**config.mk**
```make
export PLATFORM = sky130hd
export DESIGN_NAME = sram_line_req_adapter
export DESIGN_NICKNAME = d
export VERILOG_FILES = /design/src/rtl/sram_adapter_pkg.sv /design/src/rtl/sram_rsp_fifo.sv /design/src/rtl/sram_line_req_adapter.sv
export SDC_FILE = /design/constraint.sdc
export NUM_CORES = 1
export LEC_CHECK = 0
export ABC_AREA = 0
export BUFFER_PORTS_ARGS = -buffer_cell sky130_fd_sc_hd__buf_2
export CORE_ASPECT_RATIO = 1.5
export CORE_UTILIZATION = 30
export CTS_BUF_LIST = sky130_fd_sc_hd__clkbuf_4
export DETAILED_ROUTE_END_ITERATION = 7
export PLACE_DENSITY = 0.6
export SYNTH_ARGS = -nofsm -noshare
export SYNTH_HDL_FRONTEND = slang
export SYNTH_SLANG_ARGS = --single-unit
export TNS_END_PERCENT = 5
```
**constraint.sdc**
```tcl
create_clock -name i_clk -period 5.2 [get_ports i_clk]
set_input_delay 0.52 -clock i_clk [delete_from_list [all_inputs] [get_ports i_clk]]
set_output_delay 0.52 -clock i_clk [all_outputs]
set_load 0.005 [all_outputs]
```
**src/rtl/sram_adapter_pkg.sv**
```systemverilog
// Shared types and helpers for the line-SRAM request adapter.
package sram_adapter_pkg;

   typedef enum logic {
      ST_INIT,
      ST_RUN
   } state_t;

   function automatic int unsigned clog2(input int unsigned value);
      int unsigned bits;
      int unsigned reach;
      bits  = 0;
      reach = 1;
      while (reach < value) begin
         reach = reach << 1;
         bits++;
      end
      return bits;
   endfunction

endpackage

```
**src/rtl/sram_rsp_fifo.sv**
```systemverilog
// Synchronous response FIFO; a push into a full FIFO is taken only when a pop frees a slot.
module sram_rsp_fifo
   import sram_adapter_pkg::*;
#(
   parameter int unsigned DATA_WIDTH = 128,
   parameter int unsigned DEPTH      = 4
) (
   input  logic                               i_clk,
   input  logic                               i_rst_n,
   input  logic                               i_push,
   input  logic [DATA_WIDTH-1:0]              i_push_data,
   input  logic                               i_pop,
   output logic [DATA_WIDTH-1:0]              o_pop_data,
   output logic                               o_full,
   output logic                               o_empty,
   output logic [clog2(DEPTH+1)-1:0]          o_count
);

   localparam int unsigned PW = clog2(DEPTH);
   localparam int unsigned CW = clog2(DEPTH + 1);

   logic [DATA_WIDTH-1:0] r_mem [DEPTH];
   logic [PW-1:0]         r_wr_ptr;
   logic [PW-1:0]         r_rd_ptr;
   logic [CW-1:0]         r_count;
   logic                  w_pop;
   logic                  w_push;

   assign o_full     = (r_count == CW'(DEPTH));
   assign o_empty    = (r_count == '0);
   assign o_count    = r_count;
   assign o_pop_data = r_mem[r_rd_ptr];
   assign w_pop      = i_pop & ~o_empty;
   assign w_push     = i_push & (~o_full | w_pop);

   always_ff @(posedge i_clk or negedge i_rst_n) begin
      if (!i_rst_n) begin
         r_wr_ptr <= '0;
         r_rd_ptr <= '0;
         r_count  <= '0;
      end else begin
         if (w_push) r_wr_ptr <= r_wr_ptr + 1'b1;
         if (w_pop)  r_rd_ptr <= r_rd_ptr + 1'b1;
         case ({w_push, w_pop})
            2'b10:   r_count <= r_count + 1'b1;
            2'b01:   r_count <= r_count - 1'b1;
            default: r_count <= r_count;
         endcase
      end
   end

   always_ff @(posedge i_clk) begin
      if (w_push) r_mem[r_wr_ptr] <= i_push_data;
   end

endmodule

```
**src/rtl/sram_line_req_adapter.sv**
```systemverilog
// Request/response front end for one line-SRAM port: init walk, read-latency tracking,
// credit-based flow control into the response FIFO.
module sram_line_req_adapter
   import sram_adapter_pkg::*;
#(
   parameter int unsigned             DATA_WIDTH    = 128,
   parameter int unsigned             ADDRESS_WIDTH = 7,
   parameter int unsigned             READ_LATENCY  = 2,
   parameter int unsigned             RSP_DEPTH     = 4,
   parameter int unsigned             INIT_ON_RESET = 1,
   parameter logic [DATA_WIDTH-1:0]   INIT_VALUE    = '0
) (
   input  logic                       i_clk,
   input  logic                       i_rst_n,
   input  logic                       i_req_valid,
   output logic                       o_req_ready,
   input  logic                       i_req_write,
   input  logic [ADDRESS_WIDTH-1:0]   i_req_address,
   input  logic [DATA_WIDTH-1:0]      i_req_write_data,
   output logic                       o_rsp_valid,
   input  logic                       i_rsp_ready,
   output logic [DATA_WIDTH-1:0]      o_rsp_read_data,
   output logic                       o_init_done,
   output logic [ADDRESS_WIDTH-1:0]   o_sram_address,
   output logic [DATA_WIDTH-1:0]      o_sram_write_data,
   output logic                       o_sram_write_enable,
   input  logic [DATA_WIDTH-1:0]      i_sram_read_data
);

   localparam int unsigned              CW          = clog2(RSP_DEPTH + 1);
   localparam logic [ADDRESS_WIDTH-1:0] LAST_ADDR   = '1;
   localparam state_t                   RESET_STATE = (INIT_ON_RESET != 0) ? ST_INIT : ST_RUN;

   state_t                     r_state;
   logic [ADDRESS_WIDTH-1:0]   r_init_addr;
   logic                       r_init_wren;
   logic                       r_req_ready;
   logic                       r_init_done;
   logic [CW-1:0]              r_credit;
   logic [READ_LATENCY-1:0]    r_rd_pipe;

   logic                       w_req_accept;
   logic                       w_rd_accept;
   logic                       w_pop;
   logic                       w_push;
   logic [CW-1:0]              w_credit_next;
   logic                       w_fifo_full;
   logic                       w_fifo_empty;
   logic [CW-1:0]              w_fifo_count;

   assign o_req_ready   = r_req_ready;
   assign o_init_done   = r_init_done;
   assign o_rsp_valid   = ~w_fifo_empty;
   assign w_req_accept  = i_req_valid & r_req_ready;
   assign w_rd_accept   = w_req_accept & ~i_req_write;
   assign w_pop         = o_rsp_valid & i_rsp_ready;
   assign w_push        = r_rd_pipe[READ_LATENCY-1];
   // Credit covers reads still in the SRAM pipe plus FIFO entries, so a push always has room.
   assign w_credit_next = r_credit + CW'(w_rd_accept) - CW'(w_pop);

   always_ff @(posedge i_clk or negedge i_rst_n) begin
      if (!i_rst_n) begin
         r_state     <= RESET_STATE;
         r_init_addr <= '0;
         r_init_wren <= 1'b0;
         r_req_ready <= 1'b0;
         r_init_done <= 1'b0;
         r_credit    <= '0;
         r_rd_pipe   <= '0;
      end else begin
         r_credit     <= w_credit_next;
         r_rd_pipe[0] <= w_rd_accept;
         for (int unsigned i = 1; i < READ_LATENCY; i++) begin
            r_rd_pipe[i] <= r_rd_pipe[i-1];
         end
         case (r_state)
            ST_INIT: begin
               r_req_ready <= 1'b0;
               if (!r_init_wren) begin
                  r_init_wren <= 1'b1;
               end else if (r_init_addr == LAST_ADDR) begin
                  r_init_wren <= 1'b0;
                  r_init_addr <= '0;
                  r_state     <= ST_RUN;
                  r_init_done <= 1'b1;
                  r_req_ready <= (w_credit_next < CW'(RSP_DEPTH));
               end else begin
                  r_init_addr <= r_init_addr + 1'b1;
               end
            end
            ST_RUN: begin
               r_init_done <= 1'b1;
               r_req_ready <= (w_credit_next < CW'(RSP_DEPTH));
            end
         endcase
      end
   end

   always_comb begin
      o_sram_address      = '0;
      o_sram_write_data   = '0;
      o_sram_write_enable = 1'b0;
      if (r_state == ST_INIT) begin
         if (r_init_wren) begin
            o_sram_address      = r_init_addr;
            o_sram_write_data   = INIT_VALUE;
            o_sram_write_enable = 1'b1;
         end
      end else if (w_req_accept) begin
         o_sram_address = i_req_address;
         if (i_req_write) begin
            o_sram_write_data   = i_req_write_data;
            o_sram_write_enable = 1'b1;
         end
      end
   end

   sram_rsp_fifo #(
      .DATA_WIDTH (DATA_WIDTH),
      .DEPTH      (RSP_DEPTH)
   ) u_rsp_fifo (
      .i_clk       (i_clk),
      .i_rst_n     (i_rst_n),
      .i_push      (w_push),
      .i_push_data (i_sram_read_data),
      .i_pop       (w_pop),
      .o_pop_data  (o_rsp_read_data),
      .o_full      (w_fifo_full),
      .o_empty     (w_fifo_empty),
      .o_count     (w_fifo_count)
   );

   always_ff @(posedge i_clk) begin
      if (i_rst_n) begin
         assert (!(w_push && w_fifo_full && !w_pop));
         assert (r_credit >= w_fifo_count);
      end
   end

endmodule

```
* Yosys cells after proc, flatten, opt, wreduce, memory -nomap -nowiden *
Memories as Yosys holds them, arrays and structs flattened.
Cells that the tools add are included.

cells by class
  bitwise logic cells = 10
  mux-type cells = 25
  divide/modulo/power cells = 0
  multiply operators = 0
  eq/ne operators = 6
  reductions and logical operators = 4
  shift-type cells = 0
  $add $sub $neg = 7
  magnitude comparators = 1

operator list
  kind                                               count
  two-way mux 128 bit                                3
  two-way mux 7 bit                                  4
  two-way mux 1 bit                                  15
  adder 7 x 1 -> 7 bit, second input constant        1
  == test 7 bit, second input constant               1
  one-hot mux 3 bit (2 select lines)                 1
  bitwise AND 1 bit                                  5
  adder 2 x 1 -> 2 bit, second input constant        2
  != test 2 bit, second input constant               2
  inverter 1 bit                                     4
  one-hot mux 1 bit (2 select lines)                 2
  AND reduction 2 bit                                2
  adder 3 x 1 -> 3 bit                               1
  adder 3 x 1 -> 3 bit, second input constant        1
  == test 3 bit, second input constant               1
  zero test 3 bit                                    1
  less-than comparator 3 bit, second input constant  1
  subtractor 3 x 1 -> 3 bit                          1
  subtractor 3 x 1 -> 3 bit, second input constant   1
  == test 2 x 1 -> 1 bit, second input constant      1
  == test 2 bit, second input constant               1
  nonzero test 2 bit                                 1
  bitwise OR 1 bit                                   1

word-level totals
  flip-flop bits (word level) = 23
  latch bits = 0
  memories = 1
  memory bits (read-only) = 0
  word-level logic and storage cells = 64
  input port bits = 268
  bits in writable memories = 512
  output and inout bits = 267

memories
  name              words  bits a word  read ports  clocked after Yosys merged registers in  wr ports  line                 text
  u_rsp_fifo.r_mem  4      128          1           0                                        1         sram_rsp_fifo.sv:22  logic [DATA_WIDTH-1:0] r_mem [DEPTH];

* Depth between registers and ports, before layout *
Gate-level depths: netlist (run 1).

  depth in word-level cells = 8
  mapped depth = 9
  gate-level depth less buffers = 9

* By module *
A second synthesis (run 1) with hierarchy kept.

second synthesis, totals
  cells, all modules = 943
  area total of the unflattened synthesis = 20609.8 µm²

by module, submodules not included
  module                 times used  seq. area each (µm²)  cells each  area each (µm²)
  sram_rsp_fifo          1           15549.9               708         18850.6
  sram_line_req_adapter  1           400.4                 235         1759.2

* Worst setup path before layout (run 1) *
No wires, ideal clock.

  path type = in2reg
  start point = in i_rsp_ready
  end point = mem u_rsp_fifo.r_mem[0][0], enable pin
  setup time = 0.502 ns
  path buffers = 0
  setup slack = 0.939 ns
  required time = 4.698 ns
  data arrival time = 3.758 ns
  stages = 2
  cell sequence = o41a_1 -> and2_1

between the ends
  cells in the longest elaborated chain, start to end = 6

RTL lines
  item                                     line                         text
  from (decl)                              sram_line_req_adapter.sv:21  input logic i_rsp_ready,
  bitwise AND 1 bit                        sram_line_req_adapter.sv:56  assign w_pop = o_rsp_valid & i_rsp_ready;
  bitwise AND 1 bit                        sram_rsp_fifo.sv:33          assign w_pop = i_pop & ~o_empty;
  bitwise OR 1 bit                         sram_rsp_fifo.sv:34          assign w_push = i_push & (~o_full | w_pop);
  bitwise AND 1 bit                        sram_rsp_fifo.sv:34
  two-way mux 1 bit                        sram_rsp_fifo.sv:53          if (w_push) r_mem[r_wr_ptr] <= i_push_data;
  two-way mux 1 bit (not written as such)  sram_rsp_fifo.sv:53
  to (decl)                                sram_rsp_fifo.sv:22

No other way between the ends.

* Final worst setup path (run 1) *
  start point = reg r_state
  end point = out o_sram_write_data[50]

between the ends
  cells in the longest elaborated chain, start to end = 1

RTL lines
  item                    line                          text
  from (decl)             sram_line_req_adapter.sv:34   state_t r_state;
  from (signal assigned)  sram_line_req_adapter.sv:63   r_state <= RESET_STATE;
  from (signal assigned)  sram_line_req_adapter.sv:84   r_state <= ST_RUN;
  two-way mux 128 bit     sram_line_req_adapter.sv:103  if (r_state == ST_INIT) begin
  to (decl)               sram_line_req_adapter.sv:25   output logic [DATA_WIDTH-1:0] o_sram_write_data,

No other way between the ends.

==> results of run 1 <==
==> layout make-up <==
type | instances | area [sq um] | area share [%]
Tap cell | 892 | 1120 | 4.10
Timing Repair Buffer | 676 | 4150 | 15.3
Multi-Input combinational cell | 331 | 4270 | 15.7
Clock inverter | 35 | 216 | 0.795
Clock buffer | 188 | 1410 | 5.19
Sequential cell | 535 | 16000 | 58.6
Antenna cell | 15 | 37.5 | 0.138
Inverter | 13 | 48.8 | 0.179
==> cells by family after synthesis <==
kind of cell | synth area share, %
adder cells (fa/ha/maj) | 0.680
AND/OR/NAND/NOR | 4.80
AO/OA/AOI/OAI | 0.522
multiplexers | 14.2
flip-flops | 77.4
buffers and inverters | 1.90
XOR/XNOR | 0.510
==> per-stage QoR <==
stage | area (sq um) | util (%)
after global routing | 27200 | 40.1
after detailed placement | 24200 | 35.7
after global placement | 24200 | 35.7
final | 27200 | 40.1
after CTS | 27200 | 40.0
after floorplan | 20600 | -
==> power by group <==
| part | internal, mW | leakage, nW | switching, mW |
|---|---|---|---|
| Combinational | 1.40 | 4.86 | 1.29 |
| Sequential | 4.75 | 4.88 | 0.0960 |
| Clock | 1.75 | 0.973 | 1.60 |
| Total | 7.90 | 10.7 | 2.99 |
==> routing by layer <==
| layer | GRT usage (%) | part of all wire (%) | vias up |
|---|---|---|---|
| met2 | 32.6 | 50 | 629 |
| met1 | 20.0 | 34 | 6251 |
| met4 | 16.1 | 7.9 | 30 |
| met3 | 6.31 | 7.8 | 187 |
| met5 | 0 | 0.28 | - |
| li1 | - | - | 5461 |
==> cell usage in the layout (no fill, tap or decap), drive strengths merged, types with 3 or more instances in the layout <==
cell type    instances
nand2               13
a22o                 5
ha                   8
dlygate4sd3        131
o21ai                3
clkinv              30
edfxtp             512
and2                 4
xor2                 3
nor2                 3
clkbuf             188
buf                545
and3               133
dfrtp               23
inv                 15
mux4               128
xnor2                9
diode               15
==> state kept, by name, summed over array words and instances, names as in the netlist <==
register,cells
o_init_done,1
o_req_ready,1
r_credit,3
r_init_addr,7
r_init_wren,1
r_rd_pipe,2
r_state,1
u_rsp_fifo.o_count,3
u_rsp_fifo.r_mem,512
u_rsp_fifo.r_rd_ptr,2
u_rsp_fifo.r_wr_ptr,2
==> final timing paths <==
kind	cells past startpoint	endpoint	slack, ns
hold reg to reg	0	r_rd_pipe[1]	0.35
max in group asynchronous	2	u_rsp_fifo.o_count[1]	4.57
setup / recovery	3	o_sram_write_data[50]	1.63
hold / removal	2	r_init_wren	0.20
min in group i_clk	0	r_rd_pipe[1]	0.35
setup reg to reg	4	u_rsp_fifo.r_mem[2][7]	2.49
==> worst max-delay path, stage by stage, from the launching register on <==
cell	delay, ns
dfrtp_1	0.45
and3_4	0.99
and3_1	0.48
buf_2	0.18
==> reports/qor.yml, run 1 <==
clock_tree:
  cts_made_buffers: 119
  hold_buffers: 131
  clk_latency_ns: 0.91
  cts.sinks: 535
  path_clk_slew_ns: 0.07
  cts_resized: 0
  cts_root_buffer: "clkbuf_4"
  htreeDepth: 3
  clock_path_buffers: 3
  cts_tree: "done"
  cts_setup_buffers: 0
timing:
  rsz0062_at_grt: "no"
  fin_tns_setup_ns: 0
  max_freq_mhz: 280
  final_hold_viol_count: 0
  min_period_ns: 3.57
  setup_violations: 0
  skew_ns: 0.0965
  whs_ns: 0.196
  drv_slew: 0
  worst_slack_ns: 1.63
  finalCritPeriodShare_pct: 68.7
  worst_slew_pin_slew_ns: 1.23
  relSlewSlack_pct: 17.7
power:
  power_leakage_nw: 10.7
  vdd_drop_max_mv: 0.257
  power_mw: 10.9
  power_density_nw_per_um2: 400
route:
  routedWlPerCell_um: 25.7
  drc_errors: 0
  vias: 12600
  dr.pass1.iters: 4
  ant_nets: 0
  drt_iter0_drc: 619
  drt_wl_total_mm: 69.1
  viasPerCell: 4.68
synthesis:
  yosys.cell_types.count: 34
  ys_seq_area_share_pct: 77.4
  syn_area_sq_um: 20600
  ys.flop_type: "edfxtp_1"
  synth_top_area_share_pct: 74.6
  synth_area_per_cell_sq_um: 22.0
  ys_ff_latch: 535
  async_reset_ff_share_pct: 4.30
  yosysMostFrequentCell: "edfxtp_1"
  yosys.area.top_type: "edfxtp_1"
  synth_common_cells: "edfxtp_1, and3_1, mux4_2"
  syn_nets: 1216
  synth_cells: 938
  yosys-top-cells-area: "edfxtp_1, mux4_2, and3_1, dfrtp_1, buf_6"
  synth_edf_count: 512
  yosysWarningCount: 0
die:
  fp.dieW_um: 216
  start_util_pct: 30.3
  row_count: 117
  core_region_area_sq_um: 67900
  dieArea_sq_um: 69700
  ioPinCount: 535
  fp.dieH_um: 323
global_route:
  grt_pass1_vias: 13400
  antenna_found_initial: 38
  grt_remaining_overflow: 0
  grt_pass1_wl_mm: 94.3
  grt_use_total_pct: 19.5
  grt_max_degree: 137
place:
  place_inst: 2316
  hpwl_mm: 49.1
  place.gp.congestion: 1.13
  numPortBuffers: 534
  dp_slack_ns: 2.38
critical_path:
  setup.worst_path.start: "r_state"
  crit_required_ns: 4.68
  crit_fanout: 136
  crit_path_start_kind: "flip-flop"
  end_kind: "output port"
  critPathKind: "reg -> out"
  r2r-start: "u_rsp_fifo.o_count[2]"
  crit_arrival_ns: 3.05
finish:
  area_growth_pct: 32.1
  instances_no_fill: 2685
  nets: 1954
  fillers: 6307
  drive_above_1_share_pct: 49.8
job:
  maxCapViolCount: 0
status:
  outcome: "completed"
hold_path:
  holdCritPathClass: "in -> async"
No activity file was read; power rests on OpenSTA's default activity.
==> run 2, diff against run 1 <==
--- a/config.mk
+++ b/config.mk
@@ -11,7 +11,7 @@
 export CORE_UTILIZATION = 30
 export CTS_BUF_LIST = sky130_fd_sc_hd__clkbuf_4
 export DETAILED_ROUTE_END_ITERATION = 7
-export PLACE_DENSITY = 0.6
+export PLACE_DENSITY = 0.62
 export SYNTH_ARGS = -nofsm -noshare
 export SYNTH_HDL_FRONTEND = slang
 export SYNTH_SLANG_ARGS = --single-unit
==> constraint.sdc (replaced) <==
create_clock -name i_clk -period 3.2 [get_ports i_clk]
set_input_delay 0.32 -clock i_clk [delete_from_list [all_inputs] [get_ports i_clk]]
set_output_delay 0.32 -clock i_clk [all_outputs]
set_load 0.005 [all_outputs]
==> run 2 against run 1 <==
  * Clock skew shrank 0.043 ns
  * Sequential share of layout area shrank 1.8 points
  * Cell count increased by 2.6%
  * Utilization up 1.3 points
  * Die area did not move
  * Register-to-register slack lost 1.5 ns
  * Clock-buffer cell count down 13
  * Clock power increased by 59%
  * Sequential cell count did not move
  * Critical path depth unchanged
  * Via count is 2.8% higher
  * Critical endpoint is now o_sram_write_data[42]
  * Largest cell class unchanged
==> reports/qor.yml, run 2 (synthesis results as in run 1) <==
status:
  outcome: "completed"
critical_path:
  critPathSlowestCell: "dfrtp_1"
  setup.worst_path.end: "o_sram_write_data[42]"
  crit_path_start_kind: "flip-flop"
  r2r_end: "u_rsp_fifo.r_mem[2][7]"
  path_cells: "and3_4 > and3_1 > buf_2"
  setup.worst_path.start: "r_state"
  crit_fanout: 54
  end_kind: "output port"
  crit_required_ns: 2.88
  reg2reg_depth: 4
  crit_arrival_ns: 2.68
  r2r_slack_ns: 0.98
  r2r-start: "u_rsp_fifo.o_count[2]"
  critPathKind: "reg -> out"
  cpPeakStageDelay_ns: 0.55
clock_tree:
  cts.sinks: 535
  cts_root_buffer: "clkbuf_4"
  path_clk_slew_ns: 0.06
  cts_made_buffers: 131
  clock_path_buffers: 3
  cts_tree: "done"
  clk_latency_ns: 0.94
  htreeDepth: 4
timing:
  finalCritPeriodShare_pct: 93.8
  final_hold_viol_count: 0
  min_period_ns: 3.00
  drv_slew: 0
  whs_ns: 0.156
  max_freq_mhz: 333
  setup_violations: 0
  worst_slew_pin_slew_ns: 0.891
  relSlewSlack_pct: 40.6
  skew_ns: 0.0536
  rsz0062_at_grt: "no"
  fin_tns_setup_ns: 0
global_route:
  grt_use_total_pct: 18.4
  grt_pass1_wl_mm: 90.9
  grt_remaining_overflow: 0
  grt_max_degree: 130
  antenna_found_initial: 16
  grt_pass1_vias: 14100
power:
  p_seq_share_pct: 44.9
  clkPwrFrac_pct: 30.1
  switchingPower_mw: 4.77
  p_int_mw: 12.9
  p_comb_share_pct: 25.0
  power_leakage_nw: 11.1
  power_density_nw_per_um2: 629
  sw_frac_of_total_pct: 27.0
  vdd_drop_max_mv: 0.321
finish:
  final_area_sq_um: 28100
  instances_no_fill: 2756
  mostFrequentLayoutCells: "buf_2, edfxtp_1, dlygate4sd3_1"
  drive_above_1_share_pct: 48.6
  mostFrequentLayoutCell: "buf_2"
  nets: 2054
  top_regs: "u_rsp_fifo.r_mem x512, r_init_addr x7"
  area_growth_pct: 36.4
  largest_register_ffs: 512
  regMostFlops: "u_rsp_fifo.r_mem"
job:
  maxCapViolCount: 0
place:
  place.gp.congestion: 1.05
  place_area_sq_um: 24500
  hpwl_mm: 45.8
  numPortBuffers: 534
  place_inst: 2339
die:
  row_count: 117
  fp.dieW_um: 216
  ioPinCount: 535
  start_util_pct: 30.3
  core_region_area_sq_um: 67900
  fp.dieH_um: 323
  dieArea_sq_um: 69700
hold_path:
  holdCritPathClass: "in -> reg"
route:
  vias: 12900
  routedWlPerCell_um: 23.3
  drt_iter0_drc: 604
  drt_wl_total_mm: 64.2
  viasPerCell: 4.68
  ant_nets: 0
  drc_errors: 0
  dr.pass1.iters: 4
## run 2: what timing repair did
action | 4_1_cts | 5_1_grt
resized for setup | 0 | 1
endpoints found under the setup margin | 148 | 2
hold buffers | 194 | 0
gates cloned | 1 | 0
buffers inserted | 1 | 0
pin swaps | 1 | 1
endpoints found under the hold margin | 544 | 0
## run 2: how the worst min path moves through the flow
| stage | to | depth (start not counted) | slack [ns] | start |
|---|---|---|---|---|
| floorplan | o_init_done | 0 | 0.02 | i_rst_n |
| global placement | r_init_addr[1] | 1 | 0.34 | i_rst_n |
| detailed placement | r_rd_pipe[1] | 0 | 0.34 | r_rd_pipe[0] |
| CTS | u_rsp_fifo.r_mem[0][53] | 2 | 0.00002 | i_sram_read_data[53] |
| global route | u_rsp_fifo.r_mem[2][87] | 2 | 0.05 | i_sram_read_data[87] |
| finish | u_rsp_fifo.r_mem[1][100] | 2 | 0.16 | i_sram_read_data[100] |
## run 2: power groups by stage
| stage | clock (mW) | combinational, mW | sequential, mW |
|---|---|---|---|
| CTS | 5.56 | 4.55 | 7.94 |
| finish | 5.32 | 4.43 | 7.93 |
| global route | 5.86 | 4.78 | 7.95 |
| detailed placement | 0 | 4.25 | 8.13 |
| global placement | 0 | 4.22 | 8.13 |
| floorplan | 0 | 2.68 | 7.90 |
## run 2: area by class of cell
class / instances / area [sq um]
fill: 6212 / 39800
inverter: 13 / 48.8
antenna: 9 / 22.5
clock inverter: 37 / 230
multi-input combinational: 332 / 4280
timing repair buffer: 763 / 5120
clock buffer: 175 / 1310
tap: 892 / 1120
sequential: 535 / 16000
## run 2: critical path: cells and delay by family, from the launching register on
kind	cells	cell delay (ns)
and+or+nand+nor	2	1.01
DFF	1	0.55
buffers and inverters	1	0.19
## run 2: routing by layer
metal / share of wire [%] / global-route usage [%]
met5: 0 / 0
met4: 6.4 / 12.9
met3: 6.5 / 4.98
met2: 49 / 30.1
met1: 38 / 20.9
## run 2: per-stage QoR
stage / power, mW / worst slack, ns / util, %
final: 17.7 / 0.198 / 41.4
after global routing: 18.6 / 0.0101 / 41.3
after CTS: 18.1 / 0.0376 / 41.3
after detailed placement: 12.4 / 0.896 / 36.1
after global placement: 12.3 / 0.964 / 36.1
after floorplan: 10.6 / -0.991 / -
==> run 3, diff against run 2 <==
--- a/config.mk
+++ b/config.mk
@@ -8,10 +8,11 @@
 export ABC_AREA = 0
 export BUFFER_PORTS_ARGS = -buffer_cell sky130_fd_sc_hd__buf_2
 export CORE_ASPECT_RATIO = 1.5
-export CORE_UTILIZATION = 30
+export CORE_MARGIN = 4
+export CORE_UTILIZATION = 40
 export CTS_BUF_LIST = sky130_fd_sc_hd__clkbuf_4
 export DETAILED_ROUTE_END_ITERATION = 7
-export PLACE_DENSITY = 0.62
+export PLACE_DENSITY = 0.76
 export SYNTH_ARGS = -nofsm -noshare
 export SYNTH_HDL_FRONTEND = slang
 export SYNTH_SLANG_ARGS = --single-unit
==> run 3 against run 2 <==
  * Combinational power decreased by 2%
  * Critical endpoint is now o_rsp_read_data[58]
  * Critical path depth is the same
  * Sequential cell count unchanged
  * Sequential power about the same
  * Highest routed layer is now met5
  * Worst hold slack better by 0.055 ns
  * Clock-buffer cell count decreased by 6
  * Clock skew up 0.016 ns
  * Die area decreased by 21%
  * Worst setup slack improved by 0.0082 ns
  * Non-clock buffer count down 67
  * Routed wire length rose by 8.5%
==> reports/qor.yml, run 3 (synthesis results as in run 1) <==
finish:
  mostFrequentLayoutCell: "buf_2"
  nets: 1974
  instances_no_fill: 2467
  largest_register_ffs: 512
  area_growth_pct: 31.8
  drive_above_1_share_pct: 49.7
  top_regs: "u_rsp_fifo.r_mem x512, r_init_addr x7"
  regMostFlops: "u_rsp_fifo.r_mem"
  mostFrequentLayoutCells: "buf_2, edfxtp_1, clkbuf_4"
critical_path:
  crit_path_start_kind: "flip-flop"
  path_cells: "buf_12 > mux4_2 > buf_2"
  end_kind: "output port"
  critPathSlowestCell: "dfrtp_4"
  crit_arrival_ns: 2.67
  crit_fanout: 27
  cpPeakStageDelay_ns: 0.76
  crit_required_ns: 2.88
  r2r_slack_ns: 0.97
  r2r_end: "u_rsp_fifo.o_count[2]"
  critPathKind: "reg -> out"
  reg2reg_depth: 8
  r2r-start: "u_rsp_fifo.o_count[0]"
global_route:
  grt_remaining_overflow: 0
  grt_pass1_vias: 13700
  grt_use_total_pct: 24.7
  grt_pass1_wl_mm: 96.8
  grt_max_degree: 103
  antenna_found_initial: 21
hold_path:
  holdCritPathClass: "in -> reg"
  hold_depth: 6
  hp-start: "i_req_valid"
  worstHoldEndpoint: "r_credit[0]"
route:
  dr.pass1.iters: 5
  drt_iter0_drc: 942
  routedWlPerCell_um: 28.2
  drc_errors: 0
  viasPerCell: 5.33
  vias: 13100
  drt_wl_total_mm: 69.7
  ant_nets: 0
timing:
  min_period_ns: 2.99
  skew_ns: 0.0701
  final_hold_viol_count: 0
  setup_violations: 0
  rsz0062_at_grt: "no"
  finalCritPeriodShare_pct: 93.6
  drv_slew: 0
  worst_slack_ns: 0.206
  worst_slew_pin_slew_ns: 1.03
  max_freq_mhz: 334
  relSlewSlack_pct: 31.4
clock_tree:
  clk_latency_ns: 0.87
  clock_path_buffers: 3
  cts.sinks: 535
  path_clk_slew_ns: 0.07
  htreeDepth: 3
  cts_made_buffers: 118
  cts_tree: "done"
  cts_root_buffer: "clkbuf_4"
power:
  power_density_nw_per_um2: 649
  vdd_drop_max_mv: 0.429
  power_leakage_nw: 10.8
place:
  numPortBuffers: 534
  place.gp.congestion: 1.04
  place_inst: 2109
  hpwl_mm: 50.8
  dp_slack_ns: 0.814
die:
  start_util_pct: 40.5
  dieArea_sq_um: 55300
  ioPinCount: 535
  core_region_area_sq_um: 50800
  fp.dieW_um: 193
  fp.dieH_um: 286
  row_count: 101
job:
  maxCapViolCount: 0
status:
  outcome: "completed"
-- run 3: worst max-delay path, delay by kind of cell, from the launching register on --
kind                   cells  cell delay, ns
flip-flops                 1            0.76
buffers and inverters      2            0.47
multiplexers               1            0.59
-- run 3: repair_timing --
action | CTS | global route
pin swaps | 0 | 1
resized for setup | 1 | 1
gates cloned | 0 | 1
setup endpoints to repair | 112 | 112
setup buffers | 1 | 0
hold endpoints to repair | 538 | 0
hold buffers | 134 | 0
-- run 3: routing by layer --
layer  vias up  wire length, um  track usage, %
met5         -               27               0
met4         4             2710            9.72
met3       121             7080            7.14
met2       898            31900            37.2
met1      6627            28000            34.3
li1       5489                -               -
-- run 3: worst max path at each step --
stage	from	to	slack, ns	depth (start not counted)
CTS	r_state	o_sram_write_data[6]	-0.08	3
detailed placement	u_rsp_fifo.r_rd_ptr[0]	o_rsp_read_data[44]	0.81	3
global placement	u_rsp_fifo.r_rd_ptr[0]	o_rsp_read_data[44]	0.83	3
global route	u_rsp_fifo.r_rd_ptr[0]	o_rsp_read_data[58]	0.01	3
finish	u_rsp_fifo.r_rd_ptr[0]	o_rsp_read_data[58]	0.21	3
floorplan	u_rsp_fifo.o_count[2]	u_rsp_fifo.r_mem[1][0]	-0.99	3
-- run 3: through the flow --
stage / cell area (sq um) / TNS (ns) / utilization, % / hold slack [ns] / total power [mW]
after floorplan: 20600 / -380.57 / - / 0.0244 / 10.6
after global placement: 24200 / 0 / 47.6 / 0.331 / 12.2
after detailed placement: 24200 / 0 / 47.6 / 0.338 / 12.3
after CTS: 27100 / -0.212 / 53.4 / 0.0569 / 17.8
after global routing: 27100 / 0 / 53.4 / 0.115 / 18.5
final: 27100 / 0 / 53.4 / 0.211 / 17.6
-- run 3: area by class of cell --
| type | count | area, sq um |
|---|---|---|
| fill | 3982 | 23700 |
| sequential | 535 | 16000 |
| timing repair buffer | 696 | 4410 |
| multi-input combinational | 332 | 4280 |
| clock buffer | 169 | 1270 |
| tap | 669 | 837 |
| clock inverter | 42 | 307 |
| inverter | 13 | 48.8 |
| antenna | 11 | 27.5 |
-- run 3: power by group --
group          total [mW]  internal (mW)  switching (mW)
Clock                5.32           2.77            2.54
Combinational        4.36           2.38            1.98
Sequential           7.94           7.72           0.223
